$ cat config.mk
export PLATFORM = sky130hd
export DESIGN_NAME = pulse_stretcher
export DESIGN_NICKNAME = d
export VERILOG_FILES = /design/src/rtl/pulse_stretcher_pkg.sv /design/src/rtl/pulse_stretcher_timer.sv /design/src/rtl/pulse_stretcher.sv
export SDC_FILE = /design/constraint.sdc
export NUM_CORES = 1
export LEC_CHECK = 0
export CAP_MARGIN = 20
export CORE_ASPECT_RATIO = 1.2
export CORE_UTILIZATION = 35
export DETAILED_ROUTE_END_ITERATION = 8
export SYNTH_ARGS = -nofsm -noshare
export SYNTH_HDL_FRONTEND = slang
export SYNTH_HIERARCHICAL = 1
export SYNTH_SLANG_ARGS = --single-unit
$ cat constraint.sdc
create_clock -name clk -period 1.9 [get_ports clk]
set_input_delay 0.19 -clock clk [delete_from_list [all_inputs] [get_ports clk]]
set_output_delay 0.19 -clock clk [all_outputs]
set_load 0.005 [all_outputs]
$ cat src/rtl/pulse_stretcher_pkg.sv
// Shared types and helpers for the pulse stretcher.
package pulse_stretcher_pkg;

    typedef enum logic [1:0] {
        IDLE = 2'd0,
        HOLD = 2'd1,
        GAP  = 2'd2
    } state_e;

    // Timer must hold the larger of the two reload values (count - 1); never narrower than 1 bit.
    function automatic int unsigned timer_width(input int unsigned hold_cycles,
                                                input int unsigned gap_cycles);
        int unsigned longest;
        int unsigned width;
        longest = (hold_cycles > gap_cycles) ? hold_cycles : gap_cycles;
        width   = $clog2(longest);
        return (width < 1) ? 1 : width;
    endfunction

endpackage

$ cat src/rtl/pulse_stretcher_timer.sv
// Loadable down-counter that parks at zero; load has priority over counting.
module stretch_timer #(
    parameter int unsigned WIDTH = 2
) (
    input  logic             clk,
    input  logic             reset,
    input  logic             load,
    input  logic [WIDTH-1:0] load_value,
    output logic [WIDTH-1:0] value,
    output logic             zero
);

    logic [WIDTH-1:0] value_q;

    // Count down to zero and stop there; a reload always arrives before it would wrap.
    always_ff @(posedge clk) begin
        if (reset) begin
            value_q <= '0;
        end else if (load) begin
            value_q <= load_value;
        end else if (value_q != '0) begin
            value_q <= value_q - 1'b1;
        end
    end

    assign value = value_q;
    assign zero  = (value_q == '0);

endmodule

$ cat src/rtl/pulse_stretcher.sv
// Stretches single-cycle event pulses into fixed-width levels with a minimum low gap.
// Events arriving while busy are queued in a saturating counter, or retrigger the hold.
module pulse_stretcher
    import pulse_stretcher_pkg::*;
#(
    parameter int unsigned HOLD_CYCLES = 4,
    parameter int unsigned GAP_CYCLES  = 2,
    parameter int unsigned PEND_W      = 2,
    parameter int unsigned RETRIGGER   = 0
) (
    input  logic              clk,
    input  logic              reset,
    input  logic              pulse_in,
    input  logic              clear_ovf,
    output logic              level_out,
    output logic              busy,
    output logic [PEND_W-1:0] pending,
    output logic              overflow
);

    localparam int unsigned       TW        = timer_width(HOLD_CYCLES, GAP_CYCLES);
    localparam logic [TW-1:0]     HOLD_LOAD = TW'(HOLD_CYCLES - 1);
    localparam logic [TW-1:0]     GAP_LOAD  = TW'(GAP_CYCLES - 1);
    localparam logic [PEND_W-1:0] PEND_MAX  = '1;

    state_e            state_q, state_d;
    logic [PEND_W-1:0] pend_q, pend_d;
    logic              ovf_q, ovf_d;
    logic              level_q, busy_q;
    logic              enq;

    logic              tmr_load;
    logic [TW-1:0]     tmr_load_value;
    logic [TW-1:0]     tmr_value;
    logic              tmr_zero;

    stretch_timer #(
        .WIDTH (TW)
    ) u_timer (
        .clk        (clk),
        .reset      (reset),
        .load       (tmr_load),
        .load_value (tmr_load_value),
        .value      (tmr_value),
        .zero       (tmr_zero)
    );

    // Next-state, queue and timer-load decisions.
    always_comb begin
        state_d        = state_q;
        pend_d         = pend_q;
        ovf_d          = ovf_q & ~clear_ovf;
        tmr_load       = 1'b0;
        tmr_load_value = HOLD_LOAD;
        enq            = 1'b0;

        unique case (state_q)
            IDLE: begin
                if (pulse_in) begin
                    state_d  = HOLD;
                    tmr_load = 1'b1;
                end
            end
            HOLD: begin
                if (pulse_in && (RETRIGGER != 0)) begin
                    // Retrigger beats the hold->gap transition on the last cycle.
                    tmr_load = 1'b1;
                end else begin
                    enq = pulse_in;
                    if (tmr_zero) begin
                        state_d        = GAP;
                        tmr_load       = 1'b1;
                        tmr_load_value = GAP_LOAD;
                    end
                end
            end
            GAP: begin
                if (tmr_zero) begin
                    // A pulse on the final gap cycle is consumed directly as the next event,
                    // so a concurrent enqueue/dequeue leaves the count untouched.
                    if ((pend_q != '0) || pulse_in) begin
                        state_d  = HOLD;
                        tmr_load = 1'b1;
                        if (!pulse_in) begin
                            pend_d = pend_q - 1'b1;
                        end
                    end else begin
                        state_d = IDLE;
                    end
                end else begin
                    enq = pulse_in;
                end
            end
            default: begin
                state_d = IDLE;
            end
        endcase

        // Overflow set wins over a same-cycle clear.
        if (enq) begin
            if (pend_q == PEND_MAX) begin
                ovf_d = 1'b1;
            end else begin
                pend_d = pend_q + 1'b1;
            end
        end
    end

    // State, queue and registered outputs; reset overrides everything.
    always_ff @(posedge clk) begin
        if (reset) begin
            state_q <= IDLE;
            pend_q  <= '0;
            ovf_q   <= 1'b0;
            level_q <= 1'b0;
            busy_q  <= 1'b0;
        end else begin
            state_q <= state_d;
            pend_q  <= pend_d;
            ovf_q   <= ovf_d;
            level_q <= (state_d == HOLD);
            busy_q  <= (state_d != IDLE);
        end
    end

    assign level_out = level_q;
    assign busy      = busy_q;
    assign pending   = pend_q;
    assign overflow  = ovf_q;

endmodule
## After elaboration in Yosys (flattened, before gate mapping)

Index checks and enable logic that the tools add are counted.
Widths: inputs -> output; s select.

| storage, ports and cells | value |
|---|---|
| register bits after elaboration | 9 |
| output and inout port bits | 5 |
| word-level logic and storage cells | 46 |

| operators by class | value |
|---|---|
| add/sub/neg operators | 3 |
| equality and inequality tests | 4 |
| multiplexer cells | 24 |
| bitwise gates (word level) | 2 |
| reduce and logical (&&, ||, !) cells | 7 |

Operators with widths:

| cell | number |
|---|---|
| $mux 2 | 13 |
| $mux 1 | 8 |
| $reduce_bool 2->1 | 4 |
| $pmux 2 s3 | 1 |
| $eq 2x1->1 const B | 2 |
| $eq 2x2->1 const B | 2 |
| $logic_not 2->1 | 2 |
| $sub 2x1->2 const B | 2 |
| $pmux 1 s3 | 1 |
| $add 2x1->2 const B | 1 |
| $pmux 1 s2 | 1 |
| $and 1x1->1 | 1 |
| $logic_or 1x1->1 | 1 |
| $not 1->1 | 1 |

## Logic depth before layout (Yosys ltp)

Gate-level depths: netlist of the first run.

| depth | value |
|---|---|
| depth after elaboration | 7 |
| mapped depth | 8 |
| depth with buffers taken out | 8 |

## By module

Netlist of the first run, hierarchy kept.

By module, submodules not included:

| module | times used | cells each | area an instance (um^2) | sequential area each (um^2) |
|---|---|---|---|---|
| pulse_stretcher | 1 | 49 | 431.7 | 140.1 |
| stretch_timer | 1 | 12 | 121.4 | 40.0 |

## Worst setup path before layout of the first run

OpenSTA, ideal clock, no wires.

| path | value |
|---|---|
| path kind | register to register |
| start point | register state_q[0] |
| end point | register pend_q[1] (netlist: pending[1]) |
| library setup time | 0.086 ns |
| data arrival time | 1.413 ns |
| setup slack | 0.401 ns |
| stages on the path, launching flop included | 7 |
| path through | dfxtp_1 inv_1 ha_1 nor2b_2 o2111a_2 nand2b_2 a221oi_2 |

| between the ends | value |
|---|---|
| word-level cells in the longest chain between the ends | 4 |
| elaborated cells on any way between the ends | 6 |

Ends and longest elaborated chain:

| item | RTL line | source |
|---|---|---|
| start, declared | pulse_stretcher.sv:26 | `state_e state_q, state_d;` |
| start signal, assigned | pulse_stretcher.sv:118 | `state_q <= state_d;` |
| $eq 2x2->1 | pulse_stretcher.sv:57 | `unique case (state_q)` |
| $mux 2 | pulse_stretcher.sv:57 |  |
| $mux 2 | pulse_stretcher.sv:101 | `if (pend_q == PEND_MAX) begin` |
| $mux 2 (*) | pulse_stretcher.sv:100 | `if (enq) begin` |
| end signal, assigned | pulse_stretcher.sv:119 | `pend_q <= pend_d;` |
| end, declared | pulse_stretcher.sv:27 | `logic [PEND_W-1:0] pend_q, pend_d;` |

Mark *: on every way between the ends. The rest lies on a longest branch, timed or not.
A chain may end at the register's enable or synchronous reset.

## Worst setup path after layout of the first run

Same ends and word-level chain as after synthesis.

==> out/metrics.csv, run 1 <==
metric;value;unit
Clock Latency Late Sink;0.26;ns
type of origin of the critical path;flop;
first-pass GRT wire length;1730;microns
setup bufs post-CTS;0;
Setup TNS;0;ns
wire per inst;11.1;microns
worst path required time;2.08;ns
placed cells;87;
Hold Path Class;reg2reg;
top cell family by delay on the critical path;compound AO/OA/AOI/OAI gates;
Setup CP Type;reg2reg;
# port buffers;8;
Filler cells;154;
initial antenna violation count;0;
MaxCap Viol Count;0;
Netlist cell types;27;
hold path startpoint;overflow;
R2R Path Start;state_q[0];
Post-Syn Nets;72;
crit-path cells;inv_1 > ha_1 > nor2b_2 > o2111a_2 > nand2b_2 > a221oi_2;
PostCTS Resize Cnt;0;
detailed-route vias per instance;5.00;
reg2reg setup slack;0.29;ns
CTS tree;yes;
die extent in y;45.5;microns
post-detail-place hpwl;769;microns
layout cell share with drive strength beyond 1;0.122;
leading area contributor after synthesis;dfxtp_1;
clock buffer depth;2;
via count;455;
CP Max Fanout;4;
Layout area overhead;24.4;%
largest net degree at the start of global routing;12;
run status;finished clean;
Synth top area share;0.326;
die footprint;1740;sq um
Core Area;1460;sq um
Final Non-Filler Cells;91;
FF+latch count, synth;9;
hold path depth;2;
final hold slack;0.483;ns
Placer Congestion;0.800;
CTS root buffer;clkbuf_4;
Overall Global Routing Usage;0.145;
row count;15;
fmax;619;MHz
Die X;38.3;microns
Tot Pwr;0.000793;W
final setup fails;0;
Worst path max stage delay;0.39;ns
Final Net Count;86;
clock slew at reported path FFs;0.07;ns
Hold EP;overflow;
residual DRC count;0;
r2r endpoint;pending[1];
Layout Skew;0.00176;ns
sequential share of the synthesized area;0.326;
H-Tree Depth;1;
Critical Path AT;1.79;ns
synth warn;6;
Cells after Synth;61;
First-pass DRT Iterations;4;
number of global-route vias before repair;414;
fin crit share;0.850;
leak pwr;0.265;nW
DRT antenna net count;0;
synth top area cells;dfxtp_1 33%, ha_1 16%, inv_1 5.4%;
antenna cells;0;
nature of the critical path endpoint;flop;
Hold Vio Cnt, Final;0;
Initial Utilization;0.378;
Syn Area/Cell;9.07;sq um
Num CTS Buffers;3;
Sink Count;9;
Worst path slowest cell;dfxtp_1;
dpl cell area;662;sq um
Reg2Reg Depth;6;
mapped cell area;553;sq um
PD cells;1150;nW/um^2
io pins;9;
Peak supply drop;0.000469;V
CP bufs+invs;1;
Overflow after GRT;0;
# hold bufs at CTS;0;
cell area after layout;688;sq um
minimum clock period;1.61;ns
unrepaired setup endpoints after global routing;false;
Pins Over Slew Limit;0;
initial drt markers;8;
final wirelength;1010;microns
per-layer routing:
metal,part of all wire,up-vias,GRT usage
li1,-,241,-
met5,0,-,0
met4,0.015,0,0.0857
met1,0.50,206,0.186
met3,0.025,2,0.0441
met2,0.46,6,0.210
worst min-delay path, stage by stage (launching register included):
cell	delay, ns
dfxtp_1	0.31
nand2b_1	0.06
a21oi_1	0.06
cell families after synthesis:
group	count (synthesis)	synth area share
other cells	1	0.00678
fa+ha+maj	7	0.158
flops	9	0.326
xor+xnor	1	0.0158
simple gates	18	0.190
buf+inv	8	0.0543
compound gates	17	0.249
cells in the final DEF, fill, tap and decap left out:
cell             instances
dfxtp_1                  9
inv_1                    8
clkdlybuf4s50_1          8
ha_1                     7
a21oi_1                  5
nor3_1                   5
nor2_1                   3
clkbuf_4                 3
nand2_1                  2
o21a_1                   2
nand3b_1                 2
a22oi_1                  1
nor2b_2                  1
o2111a_2                 1
o21ba_1                  1
nand2b_2                 1
a221oi_2                 1
o2111ai_1                1
nand2b_1                 1
o21bai_1                 1
o21ai_0                  1
nor4b_1                  1
a211oi_1                 1
clkbuf_1                 1
buf_4                    1
xor2_1                   1
conb_1                   1
o31ai_1                  1
and2b_1                  1
nor2b_1                  1
o41ai_2                  1
how the worst max path moves through the flow:
stage / cells past startpoint / end / from / slack (ns)
after floorplan: 6 / pending[1] / state_q[0] / 0.40
after global placement: 7 / u_timer/value[1] / pulse_in / 0.31
after detailed placement: 7 / u_timer/value[1] / pulse_in / 0.25
after CTS: 7 / u_timer/value[1] / state_q[0] / 0.28
after global routing: 7 / u_timer/value[1] / state_q[0] / 0.17
final: 6 / pending[1] / state_q[0] / 0.29
final cells by class:
| class | instances | area, sq um | area share |
|---|---|---|---|
| multi-input combinational | 44 | 343 | 0.498 |
| sequential | 9 | 180 | 0.262 |
| timing repair buffer | 9 | 87.6 | 0.127 |
| inverter | 8 | 30.0 | 0.0436 |
| clock buffer | 4 | 26.3 | 0.0382 |
| tap | 17 | 21.3 | 0.0309 |
synthesized netlist by cell type:
master	number
o2111ai_1	1
o21ai_0	1
nor2_1	3
nor4b_1	1
ha_1	7
xor2_1	1
a221oi_2	1
nor2b_2	1
nand2b_2	1
inv_1	8
o21ba_1	1
nand2b_1	1
o21a_1	2
a22oi_1	1
a211oi_1	1
conb_1	1
o2111a_2	1
nor2b_1	1
nand3b_1	2
o31ai_1	1
o21bai_1	1
nor3_1	5
a21oi_1	5
dfxtp_1	9
o41ai_2	1
and2b_1	1
nand2_1	2
state kept, by name (all words and copies together), names as in the netlist:
| name | cells |
|---|---|
| pending | 2 |
| state_q | 2 |
| u_timer/value | 2 |
| busy | 1 |
| level_out | 1 |
| overflow | 1 |
metrics by stage:
step,util,setup slack (ns)
6_report,0.470,0.285
4_1_cts,0.470,0.281
2_1_floorplan,-,0.401
3_5_place_dp,0.452,0.253
3_3_place_gp,0.452,0.305
5_1_grt,0.470,0.174
where the power goes:
group | internal [W] | switching, W | total [W]
combinational | 0.000187 | 0.000183 | 0.000370
sequential | 0.000237 | 0.0000314 | 0.000268
clock | 0.0000811 | 0.0000731 | 0.000154
total | 0.000505 | 0.000287 | 0.000793
No activity file was read; power rests on OpenSTA's default activity.
==> run 2, diff against run 1 <==
==> constraint.sdc (replaced) <==
create_clock -name clk -period 1.7 [get_ports clk]
set_input_delay 0.17 -clock clk [delete_from_list [all_inputs] [get_ports clk]]
set_output_delay 0.17 -clock clk [all_outputs]
set_load 0.005 [all_outputs]
==> out/metrics.csv, run 2 (synthesized netlist as in run 1, its figures left out) <==
metric;value;unit
run status;finished clean;
Overall Global Routing Usage;0.129;
# hold bufs at CTS;0;
largest net degree at the start of global routing;12;
Num CTS Buffers;3;
dpl cell area;662;sq um
clock slew at reported path FFs;0.07;ns
Die X;38.3;microns
residual DRC count;0;
Layout Skew;0.00541;ns
Setup CP Type;reg2reg;
fin crit share;0.916;
Placer Congestion;0.790;
Hold EP;overflow;
First-pass DRT Iterations;2;
Pins Over Slew Limit;0;
DRT antenna net count;0;
placed cells;87;
post-detail-place hpwl;715;microns
Clock Latency Late Sink;0.27;ns
most frequent cells in the layout;8 x inv_1, 8 x dfxtp_1, 8 x clkdlybuf4s50_1;
MaxCap Viol Count;0;
detailed-route vias per instance;5.01;
Sink Count;9;
r2r endpoint;u_timer/value[1];
reg2reg setup slack;0.14;ns
type of origin of the critical path;flop;
io pins;9;
Core Area;1460;sq um
CTS root buffer;clkbuf_4;
minimum clock period;1.56;ns
final core occ;0.471;
PostCTS Resize Cnt;0;
Final Non-Filler Cells;91;
cell area after layout;689;sq um
die footprint;1740;sq um
Reg2Reg Depth;7;
final setup fails;0;
unrepaired setup endpoints after global routing;false;
initial antenna violation count;0;
first-pass GRT wire length;1500;microns
setup bufs post-CTS;0;
H-Tree Depth;1;
Initial Utilization;0.378;
Hold Vio Cnt, Final;0;
die extent in y;45.5;microns
Hold Path Class;reg2reg;
R2R Path Start;state_q[0];
CP Max Fanout;4;
hold path startpoint;overflow;
wire per inst;10.8;microns
# port buffers;8;
antenna cells;0;
Setup TNS;0;ns
Layout area overhead;24.7;%
PD cells;1290;nW/um^2
clock buffer depth;2;
Final Net Count;86;
fmax;642;MHz
final wirelength;987;microns
number of global-route vias before repair;388;
hold path depth;2;
Critical Path AT;1.74;ns
Peak supply drop;0.000423;V
Overflow after GRT;0;
worst path required time;1.88;ns
via count;456;
initial drt markers;7;
leak pwr;0.265;nW
nature of the critical path endpoint;flop;
CTS tree;yes;
row count;15;
layout cell share with drive strength beyond 1;0.135;
==> run 2: stage by stage <==
stage                     hold WS (ns)  setup slack [ns]  total power, W
final                            0.476             0.143        0.000891
after global placement           0.473             0.104        0.000716
after CTS                        0.484            0.0931        0.000895
after detailed placement         0.466             0.104        0.000719
after global routing             0.501            0.0607        0.000956
after floorplan                  0.236             0.201        0.000590
==> run 2: layer usage <==
layer | vias to the layer above | wire length (microns) | global-route usage
li1 | 241 | - | -
met1 | 201 | 457 | 0.147
met2 | 9 | 453 | 0.197
met3 | 5 | 37 | 0.0343
met4 | 0 | 39 | 0.107
met5 | - | 0 | 0
==> run 2: where the power goes <==
part / switching (W) / internal (W)
clock network: 0.0000849 / 0.0000909
logic: 0.000209 / 0.000209
registers: 0.0000323 / 0.000266
total: 0.000326 / 0.000566
==> run 2: cell type report <==
| class | instances | area, sq um |
|---|---|---|
| Clock buffer | 4 | 26.3 |
| Inverter | 8 | 30.0 |
| Multi-Input combinational cell | 44 | 343 |
| Fill cell | 139 | 774 |
| Sequential cell | 9 | 181 |
| Tap cell | 17 | 21.3 |
| Timing Repair Buffer | 9 | 87.6 |
==> run 2: worst max-delay path by stage <==
| stage | start | endpoint | slack (ns) | depth (start not counted) |
|---|---|---|---|---|
| after detailed placement | state_q[0] | pending[1] | 0.10 | 6 |
| final | state_q[0] | u_timer/value[1] | 0.14 | 7 |
| after global routing | state_q[0] | u_timer/value[1] | 0.06 | 7 |
| after CTS | state_q[0] | pending[1] | 0.09 | 6 |
| after floorplan | state_q[0] | pending[1] | 0.20 | 6 |
| after global placement | state_q[0] | pending[1] | 0.10 | 6 |
==> run 2: critical path: stages (launching register included) <==
cell and delay (ns):
dfxtp_2 0.35, inv_1 0.06, ha_1 0.24, a22oi_1 0.19, a21oi_1 0.08, a21oi_1 0.12, nor2_1 0.10, o41ai_2 0.32
==> run 3, diff against run 2 <==
--- a/config.mk
+++ b/config.mk
@@ -7,6 +7,7 @@
 export LEC_CHECK = 0
 export CAP_MARGIN = 20
 export CORE_ASPECT_RATIO = 1.2
+export CORE_MARGIN = 2
 export CORE_UTILIZATION = 35
 export DETAILED_ROUTE_END_ITERATION = 8
 export SYNTH_ARGS = -nofsm -noshare
==> out/metrics.csv, run 3 (synthesized netlist as in run 1, its figures left out) <==
metric;value;unit
fin crit share;0.938;
Placer Congestion;0.812;
Filler cells;148;
Reg2Reg Depth;6;
FF/Latch Area;181;sq um
nature of the critical path endpoint;flop;
run status;finished clean;
type of origin of the critical path;flop;
# port buffers;8;
Final Net Count;86;
# hold bufs at CTS;0;
residual DRC count;0;
initial antenna violation count;0;
first-pass GRT wire length;1740;microns
hold path depth;2;
clock buffer depth;2;
final core occ;0.471;
Tot Pwr;0.000904;W
Hold Vio Cnt, Final;0;
wire per inst;11.9;microns
antenna cells;0;
detailed-route vias per instance;5.12;
clock slew at reported path FFs;0.07;ns
r2r endpoint;pending[1];
die extent in y;47.5;microns
worst path required time;1.88;ns
minimum clock period;1.59;ns
Layout Skew;0.00864;ns
Clock Latency Late Sink;0.27;ns
leak pwr;0.265;nW
initial drt markers;7;
Setup CP Type;reg2reg;
MaxCap Viol Count;0;
io pins;9;
First-pass DRT Iterations;3;
Setup TNS;0;ns
Initial Utilization;0.378;
cell area after layout;689;sq um
fmax;627;MHz
Hold EP;overflow;
unrepaired setup endpoints after global routing;false;
row count;15;
Place WS;0.101;ns
final wirelength;1090;microns
largest net degree at the start of global routing;12;
reg2reg setup slack;0.11;ns
via count;466;
dpl cell area;662;sq um
Pins Over Slew Limit;0;
Peak supply drop;0.000547;V
Layout area overhead;24.7;%
hold path startpoint;overflow;
CTS tree;yes;
Hold Path Class;reg2reg;
H-Tree Depth;1;
most frequent cells in the layout;8 x inv_1, 8 x dfxtp_1, 8 x clkdlybuf4s50_1;
number of global-route vias before repair;405;
Sink Count;9;
layout cell share with drive strength beyond 1;0.135;
area of the multi-input gates;343;sq um
Overall Global Routing Usage;0.140;
Final WS setup;0.105;ns
post-detail-place hpwl;761;microns
CP Max Fanout;4;
final setup fails;0;
DRT antenna net count;0;
R2R Path Start;state_q[0];
Num CTS Buffers;3;
die footprint;1920;sq um
Core Area;1460;sq um
Critical Path AT;1.78;ns
Critical Path Source;state_q[0];
Overflow after GRT;0;
PD cells;1310;nW/um^2
Die X;40.3;microns
CTS root buffer;clkbuf_4;
run 3: cell counts in the layout (fill, tap and decap cells not counted):
Identical to the previous run, type by type.
run 3: how the worst max path moves through the flow:
stage	endpoint	slack (ns)	cells past startpoint
6_report	pending[1]	0.11	6
5_1_grt	u_timer/value[1]	0.02	7
4_1_cts	pending[1]	0.05	6
3_3_place_gp	pending[1]	0.11	6
3_5_place_dp	pending[1]	0.10	6
2_1_floorplan	pending[1]	0.20	6
run 3: final cells by class:
class                   instances  share of cell area
repair buffers                  9               0.127
multi-input cells              44               0.497
inverters                       8              0.0436
clock buffers                   4              0.0381
flip-flops and latches          9               0.263
well taps                      17              0.0309
run 3: timing repair:
action,CTS,global route
setup buffers,0,0
resized for setup,0,1
endpoints found under the setup margin,0,2
run 3: metrics by stage:
| step | cells | hold WS, ns |
|---|---|---|
| after floorplan | 61 | 0.236 |
| after global placement | 87 | 0.463 |
| after detailed placement | 87 | 0.464 |
| after CTS | 91 | 0.488 |
| after global routing | 91 | 0.495 |
| final | 91 | 0.482 |
run 3: per-layer routing:
layer | track usage | routed length [microns] | share of wire | vias up
met3 | 0.0279 | 48 | 0.044 | 4
met1 | 0.163 | 501 | 0.46 | 210
met4 | 0.107 | 30 | 0.028 | 0
met5 | 0 | 0 | 0 | -
li1 | - | - | - | 240
met2 | 0.223 | 506 | 0.47 | 12
run 3: power by group:
group          total, W  leakage [nW]  internal [W]  switching [W]
clock network  0.000173        0.0150     0.0000908      0.0000826
logic          0.000429         0.176      0.000211       0.000218
registers      0.000301        0.0742      0.000266      0.0000349
total          0.000904         0.265      0.000568       0.000336
run 3: worst max-delay path, cell delays in order, from the launching register on:
cell      delay, ns
dfxtp_2        0.36
inv_1          0.06
ha_1           0.24
nor2b_2        0.18
o2111a_2       0.27
nand2b_2       0.19
a221oi_2       0.22
